[src/rtl/neural_network_dense_layer.sv]
// rtl/neural_network_dense_layer.sv - fully-connected layer: fetch activations, MAC, bias, ReLU, saturate
// One neuron per pass: FETCH streams N_IN reads, DRAIN absorbs the last returned word, ACT finalises.
module neural_network_dense_layer #(
    parameter int N_IN  = 2,
    parameter int N_OUT = 2,
    parameter int DW    = 8,
    parameter int FRAC  = 4,
    parameter int IAW   = 1,
    parameter int WAW   = 3
) (
    input  logic                  clk,
    input  logic                  rst,
    input  logic                  req,
    output logic                  in_trig,
    output logic [IAW-1:0]        in_addr,
    input  logic [DW-1:0]         in_data,
    input  logic                  wt_we,
    input  logic [WAW-1:0]        wt_addr,
    input  logic [DW-1:0]         wt_data,
    output logic [N_OUT*DW-1:0]   out_data,
    output logic                  ack_layer
);

    localparam int AW = 2*DW + $clog2(N_IN) + 1;
    localparam int JW = (N_OUT > 1) ? $clog2(N_OUT) : 1;
    localparam int NW = 1 << WAW;
    localparam logic [DW-1:0] OMAX = {1'b0, {(DW-1){1'b1}}};

    typedef enum logic [2:0] {IDLE, FETCH, DRAIN, ACT, DONE} state_t;

    state_t                   state_q, state_d;
    logic [IAW-1:0]           i_q, i_d;
    logic [JW-1:0]            j_q, j_d;
    logic                     rd_v_q;
    logic [IAW-1:0]           rd_idx_q;
    logic signed [AW-1:0]     acc_q, acc_d;
    logic [N_OUT*DW-1:0]      out_q, out_d;
    logic                     armed_q, armed_d;

    logic [DW-1:0]            wt_mem [NW];
    logic [WAW-1:0]           w_idx, b_idx;
    logic signed [2*DW-1:0]   prod;
    logic signed [AW-1:0]     shifted, y;
    logic [DW-1:0]            bias, act_val;

    always_ff @(posedge clk or negedge rst) begin
        if (!rst) begin
            state_q  <= IDLE;
            i_q      <= '0;
            j_q      <= '0;
            rd_v_q   <= 1'b0;
            rd_idx_q <= '0;
            acc_q    <= '0;
            out_q    <= '0;
            armed_q  <= 1'b1;
        end else begin
            state_q  <= state_d;
            i_q      <= i_d;
            j_q      <= j_d;
            rd_v_q   <= in_trig;
            rd_idx_q <= i_q;
            acc_q    <= acc_d;
            out_q    <= out_d;
            armed_q  <= armed_d;
        end
    end

    // Store is frozen for the whole run so every neuron sees one consistent weight set.
    always_ff @(posedge clk) begin
        if (wt_we && (state_q == IDLE || state_q == DONE)) begin
            wt_mem[wt_addr] <= wt_data;
        end
    end

    always_comb begin
        state_d = state_q;
        case (state_q)
            IDLE:    if (req && armed_q) state_d = FETCH;
            FETCH:   if (i_q == IAW'(N_IN-1)) state_d = DRAIN;
            DRAIN:   state_d = ACT;
            ACT:     state_d = (j_q == JW'(N_OUT-1)) ? DONE : FETCH;
            DONE:    if (!req) state_d = IDLE;
            default: state_d = IDLE;
        endcase
    end

    always_comb begin
        in_trig   = (state_q == FETCH);
        ack_layer = (state_q == DONE);
        in_addr   = i_q;
        out_data  = out_q;
    end

    assign w_idx   = WAW'(j_q) * WAW'(N_IN) + WAW'(rd_idx_q);
    assign b_idx   = WAW'(N_OUT*N_IN) + WAW'(j_q);
    assign prod    = $signed(in_data) * $signed(wt_mem[w_idx]);
    assign bias    = wt_mem[b_idx];
    assign shifted = acc_q >>> FRAC;
    assign y       = shifted + $signed({{(AW-DW){bias[DW-1]}}, bias});

    // y is non-negative past the ReLU test, so any set bit at or above DW-1 means overflow.
    always_comb begin
        if (y[AW-1])               act_val = '0;
        else if (|y[AW-2:DW-1])    act_val = OMAX;
        else                       act_val = y[DW-1:0];
    end

    always_comb begin
        i_d     = i_q;
        j_d     = j_q;
        acc_d   = acc_q;
        out_d   = out_q;
        armed_d = armed_q | ~req;
        if (state_q == IDLE && state_d == FETCH) armed_d = 1'b0;
        if (state_d == FETCH && state_q != FETCH) i_d = '0;
        else if (state_q == FETCH && state_d == FETCH) i_d = i_q + IAW'(1);
        if (rd_v_q) acc_d = acc_q + $signed({{(AW-2*DW){prod[2*DW-1]}}, prod});
        if (state_q == ACT) begin
            out_d[int'(j_q)*DW +: DW] = act_val;
            acc_d = '0;
            j_d   = (j_q == JW'(N_OUT-1)) ? '0 : j_q + JW'(1);
        end
    end

endmodule

[config.mk]
export PLATFORM = sky130hd
export DESIGN_NAME = neural_network_dense_layer
export DESIGN_NICKNAME = d
export VERILOG_FILES = /design/src/rtl/neural_network_dense_layer.sv
export SDC_FILE = /design/constraint.sdc
export NUM_CORES = 1
export LEC_CHECK = 0
export CAP_MARGIN = 5
export CELL_PAD_IN_SITES_DETAIL_PLACEMENT = 0
export CELL_PAD_IN_SITES_GLOBAL_PLACEMENT = 1
export CORE_MARGIN = 4
export CORE_UTILIZATION = 45
export CTS_CLUSTER_SIZE = 12
export DETAILED_ROUTE_END_ITERATION = 6
export PLACE_DENSITY_LB_ADDON = 0.1
export SYNTH_ARGS = -nofsm -noshare
export SYNTH_HDL_FRONTEND = slang
export SYNTH_SLANG_ARGS = --single-unit
[constraint.sdc]
create_clock -name clk -period 12.6 [get_ports clk]
set_clock_uncertainty 0.15 [all_clocks]
set_input_delay 3.78 -clock clk [delete_from_list [all_inputs] [get_ports clk]]
set_output_delay 3.78 -clock clk [all_outputs]
set_load 0.05 [all_outputs]
* Word level (Yosys, flattened, before mapping) *
Memories as Yosys holds them, arrays and structs flattened.
Index checks and enable logic that the tools add are counted.

cells by class
  $mul = 1
  reduce and logical (&&, ||, !) cells = 10
  shifts and indexed selects = 2
  bitwise logic cells = 2
  $add $sub $neg = 7
  mux-type cells = 16
  equal/unequal tests = 6

operators by type and width
  operator                                                                 number
  18-bit 2-to-1 mux                                                        2
  4-bit negation with 33-bit output                                        1
  8-bit by 33-bit variable shift with 16-bit output, first input constant  1
  8-bit by 33-bit indexed part select with 16-bit output                   1
  18-bit by 16-bit adder with 18-bit output                                1
  16-bit bitwise mux                                                       1
  8-bit by 8-bit multiplier with 16-bit output                             1
  8-bit 2-to-1 mux                                                         2
  14-bit by 8-bit adder with 15-bit output                                 1
  3-bit one-hot mux with 5 select lines                                    1
  3-bit 2-to-1 mux                                                         4
  10-bit OR reduction                                                      1
  3-bit by 1-bit == test with 1-bit output, second input constant          2
  3-bit by 2-bit == test with 1-bit output, second input constant          2
  1-bit 2-to-1 mux                                                         6
  1-bit logical AND                                                        5
  2-bit nonzero test                                                       2
  2-bit by 1-bit adder with 3-bit output                                   1
  3-bit by 1-bit adder with 3-bit output, first input constant             1
  3-bit == test, second input constant                                     1
  3-bit zero test                                                          1
  3-bit by 1-bit != test with 1-bit output, second input constant          1
  1-bit adder, second input constant                                       2
  1-bit logical OR                                                         1
  other kinds (2)                                                          2

storage, ports and cells
  memory bits (writable) = 64
  input bits = 23
  memories = 1
  output and inout bits = 19
  register bits after elaboration = 42

memories
  memory  depth  bits a word  rd ports  clocked after Yosys merged registers in  wr ports  line  source
  wt_mem  8      8            2         0                                        1         40    logic [DW-1:0] wt_mem [NW];

* Depth between registers and ports, before layout *
An unclocked memory read counts as a cell.

  depth in word-level cells = 8
  gate-level depth with buffers = 21
  depth with buffers taken out = 20

* Least setup slack after synthesis *
No wires, ideal clock.

  path kind = input to register
  start point = input port in_data[7]
  end point = register acc_q[17]
  slack = 3968 ps
  data required time = 12311 ps
  path buffers = 0
  stages = 16
  arrival = 8342 ps
  setup time = 139 ps
  cells stage by stage = and2_1 inv_1 fa_1 inv_1 fa_1 fa_1 fa_1 fa_1 ha_1 o21ai_0 o21ai_1 nor3b_1 or4_1 o221ai_2 mux2i_1 o32ai_1

on the way
  word-level cells in the longest chain between the ends = 4

RTL lines
  item                                          line  source
  from (decl)                                   16    input logic [DW-1:0] in_data,
  8-bit by 8-bit multiplier with 16-bit output  96    assign prod = $signed(in_data) * $signed(wt_mem[w_idx]);
  18-bit by 16-bit adder with 18-bit output     117   if (rd_v_q) acc_d = acc_q + $signed({{(AW-2*DW){prod[2*DW-1]}}, prod});
  18-bit 2-to-1 mux                             117
  18-bit 2-to-1 mux                             118   if (state_q == ACT) begin
  to (signal assigned)                          53    acc_q <= '0;
  to (signal assigned)                          62    acc_q <= acc_d;
  to (decl)                                     36    logic signed [AW-1:0] acc_q, acc_d;

No other way between the ends. The select of a mux whose other input is x is not followed.
A chain may end at the register's enable or synchronous reset.

* Worst setup path after layout *
Ends and elaborated chain as after synthesis.

==> impl_metrics.tcl <==
set metrics [dict create \
    area.growth.synth_to_final_pct 12.90 \
    relSlewSlack 0.3329 \
    end_kind "flip-flop" \
    hold_ws_ns 0.3027 \
    setup_tns_ns 0 \
    yosysWarnings 0 \
    port_buffers 41 \
    period_share 0.7384 \
    drt-wirelength-per-cell_um 16.81 \
    fin_ws_ns 3.297 \
    drt_iter0_drc 204 \
    rrSetupSlack_ns 6.17 \
    r2r-start "rd_idx_q" \
    post_cts_buffers 0 \
    die_h_um 137.2 \
    firstDrtPassIters 5 \
    ant_nets 0 \
    gp_congestion 0.8036 \
    first_global_vias 5334 \
    cts_max_level 3 \
    cpMaxStageDelayCell "clkdlybuf4s50_1" \
    worst_setup_path_start_kind "input pin" \
    hold_violations 0 \
    grt_usage 0.1846 \
    routed_via_density 5.218 \
    r2r_end "acc_q[17]" \
    synth_top_cells_by_area "fa_1 (22%), edfxtp_1 (19%), dfrtp_1 (14%)" \
    hpwl_mm 13.08 \
    syn_area_sq_mm 0.007517 \
    grt_pass1_wl_mm 27.06 \
    arrival_ns 9.34 \
    yosysSeqAreaShare 0.3317 \
    rsz0062_at_grt "no" \
    vias 4921 \
    synth_top_area_frac 0.2157 \
    synth.largest_area_cell "fa_1" \
    min_to "rd_idx_q" \
    rows 46 \
    grt_antenna_before_repair 0 \
    clkLatencyLatePin_ns 0.35 \
    min-delay-start "in_addr" \
    cts.repair.resized 0 \
    critPathTopFamily "adder cells" \
    die-width_um 137.2 \
    dieArea_sq_mm 0.01884 \
    cts_tree "done" \
    grt_max_degree 43 \
    diodes 0 \
    syn_nets 836 \
    gr-total-overflow 0 \
    pre_cts_ws_ns 2.961 \
    nets 882 \
    drive_gt1_frac 0.09078 \
    path_common_cell "fa_1" \
    synth-seq-cells 90 \
    tightest_slew_ns 0.9964 \
    avgSynthCellArea_sq_um 11.12 \
    syn_inst 676 \
    path_max_fanout 11 \
    io_pins 42 \
    clkTransAtPathRegs_ns 0.07 \
    reg2regPathDepth 17 \
    wirelength_mm 15.85 \
    nFillCells 1460 \
    start_util 0.4665 \
    maxCapViolCount 0 \
    drc 0 \
    hold_class "reg -> reg" \
    slew_violations 0 \
    synthArstFlopShare 0.4667 \
    cts_buffers 9 \
    clock_sinks 90 \
    max_freq_mhz 107.5 \
    ys.flop_type "edfxtp_1" \
    status "finished, final reports clean" \
    worst-path-stages 17 \
    synth-edff-count 48 \
    required_ns 12.64 \
    setup_viol 0 \
    worstHoldPathCells 0 \
    clk_path_buf_depth 2 \
    crit_type "in -> reg" \
    slowest_delay_ns 0.60 \
    core_sq_mm 0.01612 \
    worst-path-buf-inv 3 \
    ys_types 57 \
    clockRootBuffer "clkbuf_16" \
    path_cells "clkdlybuf4s50_1, and2_1, inv_1, fa_1, inv_1, fa_1, fa_1, fa_1, fa_1, ha_1, o21ai_0, o21ai_1, nor3b_1, or4_1, o221ai_2, mux2i_1, o32ai_1" \
    cts_hold_buf 0 \
    min_period_ns 9.303 \
]
-- layout make-up --
type,count,area [sq um],share of cell area
clock buffer,9,225.2,0.02654
clock inverter,7,76.32,0.008993
inverter,98,367.9,0.04334
multi-input combinational,476,4603,0.5424
sequential,90,2494,0.2938
tap,216,270.3,0.03184
timing repair buffer,47,450.4,0.05307
-- cells in the mapped netlist, types with 5 or more instances --
library cell and number:
inv_1 98, fa_1 81, nor2_1 66, ha_1 56, edfxtp_1 48, nand2_1 42, dfrtp_1 41, and2_1 37
a21oi_1 19, xnor2_1 16, mux2i_1 15, a211oi_2 11, o21ai_0 11, nor3_1 10, a211oi_1 9, mux2_2 8
clkbuf_1 7, mux4_2 7, nand3_1 7, o21a_1 7, nand2b_1 5, nor3b_1 5, or2_2 5
-- routing by layer --
metal | GRT usage | vias to the layer above | part of all wire
met2 | 0.3172 | 68 | 0.50
met3 | 0.02958 | 8 | 0.028
li1 | - | 2373 | -
met4 | 0.03936 | 0 | 0.0086
met1 | 0.2487 | 2472 | 0.46
met5 | 0 | - | 0
-- cell families after synthesis --
group / share of synthesized area
XOR/XNOR: 0.02214
buffers and inverters: 0.05593
adder cells (fa/ha/maj): 0.3089
flip-flops: 0.3317
multiplexers: 0.05293
AO/OA/AOI/OAI: 0.09421
AND/OR/NAND/NOR: 0.1342
-- through the flow --
step | utilization | instance area, sq um | std cells
final | 0.5266 | 8487 | 943
after global routing | 0.5266 | 8487 | 943
after CTS | 0.5266 | 8487 | 943
after detailed placement | 0.5079 | 8185 | 927
after global placement | 0.5079 | 8185 | 927
after floorplan | - | 7517 | 676
-- cell usage in the layout (no fill, tap or decap), types with 6 or more instances in the layout --
| cell type | synthesis | routed |
|---|---|---|
| and2_1 | 37 | 37 |
| clkbuf_16 | 0 | 9 |
| a211oi_2 | 11 | 11 |
| clkdlybuf4s50_1 | 0 | 40 |
| mux2i_1 | 15 | 15 |
| o21ai_0 | 11 | 11 |
| mux2_2 | 8 | 8 |
| dfrtp_1 | 41 | 41 |
| xnor2_1 | 16 | 16 |
| inv_1 | 98 | 98 |
| nand2_1 | 42 | 42 |
| nor3_1 | 10 | 10 |
| fa_1 | 81 | 81 |
| edfxtp_1 | 48 | 48 |
| nor2_1 | 66 | 66 |
| buf_4 | 0 | 6 |
| ha_1 | 56 | 56 |
| mux4_2 | 7 | 7 |
| a211oi_1 | 9 | 9 |
| o21a_1 | 7 | 7 |
| nand3_1 | 7 | 7 |
| a21oi_1 | 19 | 19 |
-- state kept, by name, indices dropped and copies added (netlist names) --
| signal | count |
|---|---|
| rd_idx_q | 1 |
| j_q | 1 |
| wt_mem | 48 |
| rd_v_q | 1 |
| acc_q | 18 |
| in_addr | 1 |
| state_q | 3 |
| out_data | 16 |
| armed_q | 1 |
-- worst max-delay path by stage --
| stage | start | endpoint | slack (ns) |
|---|---|---|---|
| finish | in_data[7] | acc_q[17] | 3.30 |
| floorplan | in_data[7] | acc_q[17] | 3.97 |
| global placement | in_data[7] | acc_q[17] | 3.03 |
| global route | in_data[7] | acc_q[17] | 3.00 |
| detailed placement | in_data[7] | acc_q[17] | 2.96 |
| CTS | in_data[7] | acc_q[17] | 3.29 |
Power is not shown: default switching activity piles up to over one toggle a cycle in this logic, so the estimate is an artifact.
